**src/rtl/uart_pkg.sv**
```systemverilog
// Shared UART parameters and helpers used by the receiver, controller and sender.
package uart_pkg;

  localparam int UART_WIDTH = 8;
  localparam int UART_DEPTH = 16;

  // Occupancy counter width: must represent 0..depth inclusive.
  function automatic int count_w(input int depth);
    return $clog2(depth) + 1;
  endfunction

endpackage

```
**src/rtl/edge_sync.sv**
```systemverilog
// Two-flop synchroniser plus rising-edge detector; pulse is one cycle wide, 2 cycles after din rises.
// A din already high when reset releases is ignored until it has been seen low.
module edge_sync (
  input  logic sysclk,
  input  logic reset,
  input  logic din,
  output logic pulse
);

  logic       meta_q;
  logic       sync_q;
  logic       prev_q;
  logic       armed_q;
  logic [1:0] valid_q;

  // valid_q marks when sync_q holds a real sample rather than its reset value.
  always_ff @(posedge sysclk) begin
    if (reset) begin
      meta_q  <= 1'b0;
      sync_q  <= 1'b0;
      prev_q  <= 1'b0;
      armed_q <= 1'b0;
      valid_q <= 2'b00;
    end else begin
      meta_q  <= din;
      sync_q  <= meta_q;
      prev_q  <= sync_q;
      valid_q <= {valid_q[0], 1'b1};
      if (valid_q[1] && !sync_q) begin
        armed_q <= 1'b1;
      end
    end
  end

  assign pulse = armed_q & sync_q & ~prev_q;

endmodule

```
**src/rtl/uart_rx_fifo.sv**
```systemverilog
// Receive FIFO behind a synchronised byte-complete strobe; byte visible in count 3 cycles after rx_status rises.
// First-word-fall-through read; writes while full are dropped and flagged in sticky overrun unless a read frees a slot.
module uart_rx_fifo
  import uart_pkg::*;
#(
  parameter int WIDTH = UART_WIDTH,
  parameter int DEPTH = UART_DEPTH
) (
  input  logic                      sysclk,
  input  logic                      reset,
  input  logic [WIDTH-1:0]          rx_data,
  input  logic                      rx_status,
  input  logic                      rd_en,
  input  logic                      clr_overrun,
  output logic [WIDTH-1:0]          dout,
  output logic                      empty,
  output logic                      full,
  output logic [count_w(DEPTH)-1:0] count,
  output logic                      overrun
);

  localparam int PW = $clog2(DEPTH);
  localparam int CW = count_w(DEPTH);

  logic [WIDTH-1:0] mem_q [DEPTH];
  logic [PW-1:0]    wr_ptr_q, wr_ptr_d;
  logic [PW-1:0]    rd_ptr_q, rd_ptr_d;
  logic [CW-1:0]    count_q, count_d;
  logic             empty_q, empty_d;
  logic             full_q, full_d;
  logic             overrun_q, overrun_d;
  logic             wr_stb;
  logic             rd_acc;
  logic             wr_acc;
  logic             drop;

  edge_sync u_edge_sync (
    .sysclk (sysclk),
    .reset  (reset),
    .din    (rx_status),
    .pulse  (wr_stb)
  );

  // A read in the same cycle frees the slot a full-FIFO write needs.
  always_comb begin
    rd_acc    = rd_en & ~empty_q;
    wr_acc    = wr_stb & (~full_q | rd_acc);
    drop      = wr_stb & full_q & ~rd_acc;
    wr_ptr_d  = wr_acc ? wr_ptr_q + PW'(1) : wr_ptr_q;
    rd_ptr_d  = rd_acc ? rd_ptr_q + PW'(1) : rd_ptr_q;
    count_d   = count_q + CW'(wr_acc) - CW'(rd_acc);
    empty_d   = (count_d == '0);
    full_d    = (count_d == CW'(DEPTH));
    overrun_d = drop | (overrun_q & ~clr_overrun);
  end

  always_ff @(posedge sysclk) begin
    if (reset) begin
      wr_ptr_q  <= '0;
      rd_ptr_q  <= '0;
      count_q   <= '0;
      empty_q   <= 1'b1;
      full_q    <= 1'b0;
      overrun_q <= 1'b0;
    end else begin
      wr_ptr_q  <= wr_ptr_d;
      rd_ptr_q  <= rd_ptr_d;
      count_q   <= count_d;
      empty_q   <= empty_d;
      full_q    <= full_d;
      overrun_q <= overrun_d;
    end
  end

  // Storage is deliberately not reset; pointers and count define validity.
  always_ff @(posedge sysclk) begin
    if (wr_acc) begin
      mem_q[wr_ptr_q] <= rx_data;
    end
  end

  assign dout    = mem_q[rd_ptr_q];
  assign empty   = empty_q;
  assign full    = full_q;
  assign count   = count_q;
  assign overrun = overrun_q;

endmodule

```
**config.mk**
```make
export PLATFORM = sky130hd
export DESIGN_NAME = uart_rx_fifo
export DESIGN_NICKNAME = d
export VERILOG_FILES = /design/src/rtl/uart_pkg.sv /design/src/rtl/edge_sync.sv /design/src/rtl/uart_rx_fifo.sv
export SDC_FILE = /design/constraint.sdc
export NUM_CORES = 1
export LEC_CHECK = 0
export BUFFER_PORTS_ARGS = -buffer_cell sky130_fd_sc_hd__buf_2
export CORE_UTILIZATION = 60
export DETAILED_ROUTE_END_ITERATION = 8
export PLACE_DENSITY = 0.83
export SLEW_MARGIN = 5
export SYNTH_ARGS = -nofsm -noshare
export SYNTH_HDL_FRONTEND = slang
export SYNTH_SLANG_ARGS = --single-unit
export TNS_END_PERCENT = 30
```
**constraint.sdc**
```tcl
create_clock -name sysclk -period 3.1 [get_ports sysclk]
set_input_delay 0.62 -clock sysclk [delete_from_list [all_inputs] [get_ports sysclk]]
set_output_delay 0.62 -clock sysclk [all_outputs]
set_load 0.05 [all_outputs]
```
==> impl_results.md, run 1 <==
- Status: complete, no violations
- Vias in the first global route: 3117
- Final setup TNS: 0 ns
- Antenna violations before repair: 0
- Vias post-DR: 3121
- RSZ-0062 raised after global routing: no
- Worst Setup Path Type: register to output pin
- DR iter-0 viols: 233
- Clock latency on the worst-skew pair: 0.52 ns
- Ys async rst share: 0
- Number of flops mapped to enable cells by yosys: 128
- Post-DP HPWL: 6816 um
- Boundary pin count: 29
- Total CTS buffers: 17
- Post-CTS Setup Bufs: 0
- First-pass GRT wire length: 17480 um
- CP max FO: 12
- Placed cells: 490
- Clk buf depth: 2
- Rel. slew slack: 0.1671
- GRT overflow: 0
- Worst setup margin: 0.1099 ns
- CP startpoint kind: register
- Avg Cell Area, Syn: 18.33 um^2
- Maximum vdd drop: 0.0005772 V
- CP max stage delay: 0.58 ns
- Largest net degree at the start of global routing: 33
- Transition time of the tightest slew-check pin: 1.240 ns
- CP Capture Type: output pin
- Seq cells post-synth: 154
- Final layout net count: 401
- Setup violations, final: 0
- Yosys warning total: 0
- Power density cells: 757.3 nW/um^2
- Final WL: 11870 um
- Port Buf Inserts: 28
- Crit path cell chain: buf_12, mux4_1, a22oi_1, nand2_1, buf_2
- Clock sinks: 154
- Core Box Area: 9774 um^2
- Clk root buf: clkbuf_8
- Std-Cell Rows: 36
- Hold Path Cell Cnt: 2
- DIE AREA: 10460 um^2
- Final worst path period need: 2.990 ns
- Hold Buf Count CTS: 0
- # H-tree levels: 4
- Hold worst-path end: u_edge_sync.meta_q
- Routed Antenna Nets: 0
- Final period utilization: 0.9646
- Hold Path Class: input pin to register
- Via density: 5.967
- Number of diodes: 0
- DRC: 0
- Clk_skew: 0.009533 ns
- Layout Cells excl Fill: 523
- Top FF cell, synth: edfxtp_1
- Reg2reg start: empty
- Initial Util: 0.6170
- Cells on worst reg2reg path: 12
- Maximum clock rate: 334.4 MHz
- Fin util: 0.7174
- Final hold viol count: 0
- Crit path DAT: 2.37 ns
- Max-Cap Viols: 0
- HP Start: rx_status
- All-layer global routing usage: 0.2481
- Sequential area share after synthesis: 0.7237
- Worst EP required: 2.48 ns
- CTS tree: built
- Wirelength per Cell: 22.70 um
- CP bufs+invs: 2
- Static Leakage: 2.412 nW
- Unique masters post-synth: 35
- Syn Nets: 353
- Pre-CTS WS: 0.2960 ns
- Critical path's top delay family: multiplexers
- Reg clk slew, reported paths: 0.06 ns
- Cells after Synth: 329
- R2r endpoint: full
- Die Height: 102.3 um
- Drt first pass iters: 4
- Layout cell share with drive strength beyond 1: 0.2385
- Final count of pins violating max slew: 0
- Chip Width: 102.3 um
- Slowest CP cell: mux4_1
- Setup slack, reg-to-reg: 0.64 ns
- Area grow syn2layout: 16.27%
- Mapped Area: 6031 um^2
- Gp weighted congestion: 0.7367
[layer usage]
| layer | track usage | part of all wire | vias to the layer above |
|---|---|---|---|
| met3 | 0.05677 | 0.047 | 16 |
| li1 | - | - | 1380 |
| met1 | 0.2973 | 0.38 | 1605 |
| met5 | 0 | 0 | - |
| met2 | 0.4368 | 0.55 | 120 |
| met4 | 0.09890 | 0.019 | 0 |
[placed cells by master (no fill, tap or decap), types with 14 or more instances in the layout]
| cell | instances |
|---|---|
| edfxtp_1 | 128 |
| nor2_1 | 30 |
| buf_2 | 28 |
| dfxtp_1 | 25 |
| mux4_2 | 18 |
| clkbuf_16 | 17 |
| a22oi_1 | 16 |
| nand2_1 | 16 |
| inv_1 | 14 |
| mux4_1 | 14 |
[cell usage after synthesis (4+ instances only)]
cell	n	area, um^2
nand2b_1	4	25.02
xnor2_1	5	43.79
clkbuf_1	4	15.01
mux4_2	18	405.4
edfxtp_1	128	3844
nor2b_1	6	37.54
nand2_1	16	60.06
a22oi_1	16	120.1
nor2_1	30	112.6
inv_1	14	52.55
ha_1	10	125.1
dfxtp_1	26	520.5
a21oi_1	4	20.02
nor3_1	4	20.02
mux4_1	14	367.9
xor2_1	5	43.79
[report_power, final]
part	leakage [nW]	internal [mW]	switching [mW]
Combinational	0.759	0.322	0.491
Sequential	1.36	2.29	0.0549
Clock	0.290	1.37	0.779
Total	2.41	3.98	1.33
[metrics by stage]
| stage | power, mW | hold slack [ns] | cell area (um^2) |
|---|---|---|---|
| after CTS | 5.320 | 0.3523 | 6987 |
| after global placement | 3.152 | 0.4232 | 6355 |
| after detailed placement | 3.173 | 0.4408 | 6355 |
| after global routing | 5.483 | 0.3658 | 7012 |
| after floorplan | 3.005 | 0.4138 | 6031 |
| final | 5.310 | 0.3536 | 7012 |
[final cells by class]
type                    instances  area, um^2
flip-flops and latches        154        4368
fillers                       589        2763
multi-input cells             147        1513
clock buffers                  22       462.9
repair buffers                 43       282.8
clock inverters                10       166.4
well taps                     133       166.4
inverters                      14       52.55
[sequential cells by signal, summed over array words and instances (netlist names), 2 cells and up, named ones only]
register             count
count                    5
mem_q                  128
wr_ptr_q                 4
rd_ptr_q                 4
u_edge_sync.valid_q      2
[logic make-up after synthesis]
family | count (synthesis) | share of synthesized area
adder cells (fa/ha/maj) | 11 | 0.02407
AND/OR/NAND/NOR | 67 | 0.05083
XOR/XNOR | 10 | 0.01452
multiplexers | 33 | 0.1299
buffers and inverters | 28 | 0.02552
AO/OA/AOI/OAI | 26 | 0.03154
flip-flops | 154 | 0.7237
[timing repair]
| action | CTS | global route |
|---|---|---|
| resized for setup | 1 | 0 |
| cloned | 0 | 1 |
| hold endpoints to repair | 0 | 0 |
| setup endpoints to repair | 7 | 5 |
[worst max path at each step]
stage              from  endpoint  slack [ns]  cells after the start
5_1_grt        register   dout[4]       0.006                      5
3_3_place_gp      rd_en     empty        0.38                     12
6_report       register   dout[1]        0.11                      5
4_1_cts        register   dout[1]        0.02                      5
3_5_place_dp      rd_en      full        0.30                     12
2_1_floorplan     empty     empty        0.41                     12
No activity file was read; power rests on OpenSTA's default activity.
==> run 2, diff against run 1 <==
--- a/config.mk
+++ b/config.mk
@@ -8,7 +8,7 @@
 export BUFFER_PORTS_ARGS = -buffer_cell sky130_fd_sc_hd__buf_2
 export CORE_UTILIZATION = 60
 export DETAILED_ROUTE_END_ITERATION = 8
-export PLACE_DENSITY = 0.83
+export PLACE_DENSITY = 0.78
 export SLEW_MARGIN = 5
 export SYNTH_ARGS = -nofsm -noshare
 export SYNTH_HDL_FRONTEND = slang
==> impl_results.md, run 2 (synthesis gave the netlist of run 1 again) <==
- Max-Cap Viols: 0 (unchanged)
- Maximum clock rate: 339.3 MHz (+1.5%)
- Clk root buf: clkbuf_8
- Final count of pins violating max slew: 0 (unchanged)
- # H-tree levels: 4 (unchanged)
- Transition time of the tightest slew-check pin: 0.5903 ns (-0.6496 ns)
- CP max FO: 7 (-5)
- Crit path cell chain: buf_4, mux4_2, a22oi_1, nand2_1, buf_2
- Worst Setup Path Type: register to output pin
- Final worst path period need: 2.947 ns (-0.04282 ns)
- Clock latency on the worst-skew pair: 0.52 ns (about the same)
- Maximum vdd drop: 0.0006092 V (+5.5%)
- Largest net degree at the start of global routing: 33 (unchanged)
- DR iter-0 viols: 231 (-0.86%)
- Boundary pin count: 29 (unchanged)
- Final period utilization: 0.9507 (-0.01381)
- Area grow syn2layout: 17.22%
- Fin util: 0.7232 (+0.005888)
- Final setup TNS: 0 ns (unchanged)
- Die Height: 102.3 um (unchanged)
- Final WL: 11460 um (-3.5%)
- Vias in the first global route: 3105 (-0.38%)
- Total CTS buffers: 17 (unchanged)
- CP Capture Type: output pin
- Clk buf depth: 2 (unchanged)
- Vias post-DR: 3151 (+0.96%)
- Antenna violations before repair: 0 (unchanged)
- Layout cell share with drive strength beyond 1: 0.2563 (+0.01782)
- CP max stage delay: 0.52 ns (-0.06 ns)
- First-pass GRT wire length: 17360 um (-0.71%)
- Chip Width: 102.3 um (unchanged)
- Via density: 5.934 (-0.56%)
- Final hold viol count: 0 (unchanged)
- Rel. slew slack: 0.6048 (+0.4377)
- Std-Cell Rows: 36 (unchanged)
- Gp weighted congestion: 0.7643 (+3.7%)
- Max reg flops: 128 (unchanged)
- RSZ-0062 raised after global routing: no
- Power density cells: 759.3 nW/um^2 (+0.27%)
- Setup violations, final: 0 (unchanged)
- GRT overflow: 0 (unchanged)
- Post-DP HPWL: 7340 um (+7.7%)
- Clock sinks: 154 (unchanged)
- Largest reg by FF count: mem_q
- Initial Util: 0.6170 (unchanged)
- Static Leakage: 2.465 nW (+2.2%)
- Reg clk slew, reported paths: 0.06 ns (about the same)
- Final layout net count: 409 (+2.0%)
- Crit path DAT: 2.33 ns (-0.04 ns)
- DIE AREA: 10460 um^2 (unchanged)
- Routed Antenna Nets: 0 (unchanged)
- CP bufs+invs: 2 (unchanged)
- Slowest CP cell: mux4_2
- Port Buf Inserts: 28 (unchanged)
- Filler cell count in the final layout: 586 (-0.51%)
- Most common cell after layout, fill and taps aside: edfxtp_1
- Worst EP required: 2.48 ns (about the same)
- Core Box Area: 9774 um^2 (unchanged)
- Hold Path Class: input pin to register
- Number of diodes: 0 (unchanged)
- Commonest cells after routing, fill and taps aside: edfxtp_1 (128), nor2_1 (30), buf_2 (28)
- Status: complete, no violations
- Wirelength per Cell: 21.58 um (-4.9%)
- CP startpoint kind: register
- Drt first pass iters: 5 (+1)
- All-layer global routing usage: 0.2427 (-0.005409)
- Critical path's top delay family: multiplexers
- DRC: 0 (unchanged)
- CTS tree: built
- Clk_skew: 0.008202 ns (-0.001331 ns)
- Post-CTS Setup Bufs: 0 (unchanged)
## run 2: metrics by stage
step	setup slack, ns	area, um^2	hold slack (ns)	std cells	total power, mW
final	0.1527	7069	0.3124	531	5.368
after floorplan	0.4097	6031	0.4138	329	3.005
after global placement	0.3783	6422	0.4349	499	3.162
after CTS	0.04082	7067	0.3011	531	5.411
after detailed placement	0.2803	6422	0.4392	499	3.188
after global routing	0.04282	7069	0.3011	531	5.554
## run 2: layout make-up
class | count | area, um^2 | area share
clock buffers | 19 | 431.7 | 0.06106
clock inverters | 13 | 212.7 | 0.03009
inverters | 14 | 52.55 | 0.007434
repair buffers | 51 | 325.3 | 0.04602
multi-input cells | 147 | 1513 | 0.2140
flip-flops and latches | 154 | 4368 | 0.6179
well taps | 133 | 166.4 | 0.02354
## run 2: final timing paths
kind	from	endpoint	slack, ns	cells past startpoint
min	rx_status	u_edge_sync.meta_q	0.31	2
min reg2reg	u_edge_sync.meta_q	u_edge_sync.sync_q	0.45	1
max	register	dout[7]	0.15	5
max reg2reg	empty	full	0.58	12
## run 2: timing repair
| action | in CTS | in global routing |
|---|---|---|
| endpoints found under the setup margin | 0 | 3 |
| hold buffers | 0 | 0 |
| resized for setup | 0 | 1 |
## run 2: power breakdown
part | leakage, nW | internal, mW | total (mW) | switching (mW)
Sequential | 1.36 | 2.29 | 2.34 | 0.0485
Combinational | 0.795 | 0.316 | 0.803 | 0.487
Clock | 0.306 | 1.42 | 2.23 | 0.808
## run 2: routing by layer
layer,part of all wire,global-route usage,vias up
met5,0,0,-
met4,0.026,0.1187,0
met3,0.056,0.05130,24
met2,0.52,0.3996,125
met1,0.40,0.3095,1595
li1,-,-,1407
## run 2: worst reg2reg max path, stage by stage, from the launching register on
cell and delay [ns]:
dfxtp_1 0.31, nand2b_1 0.21, a21oi_2 0.20, inv_1 0.06
ha_1 0.26, inv_1 0.05, ha_1 0.15, inv_1 0.05
fa_1 0.39, nand2b_1 0.16, a21oi_1 0.16, xnor2_1 0.13
nor4bb_1 0.29
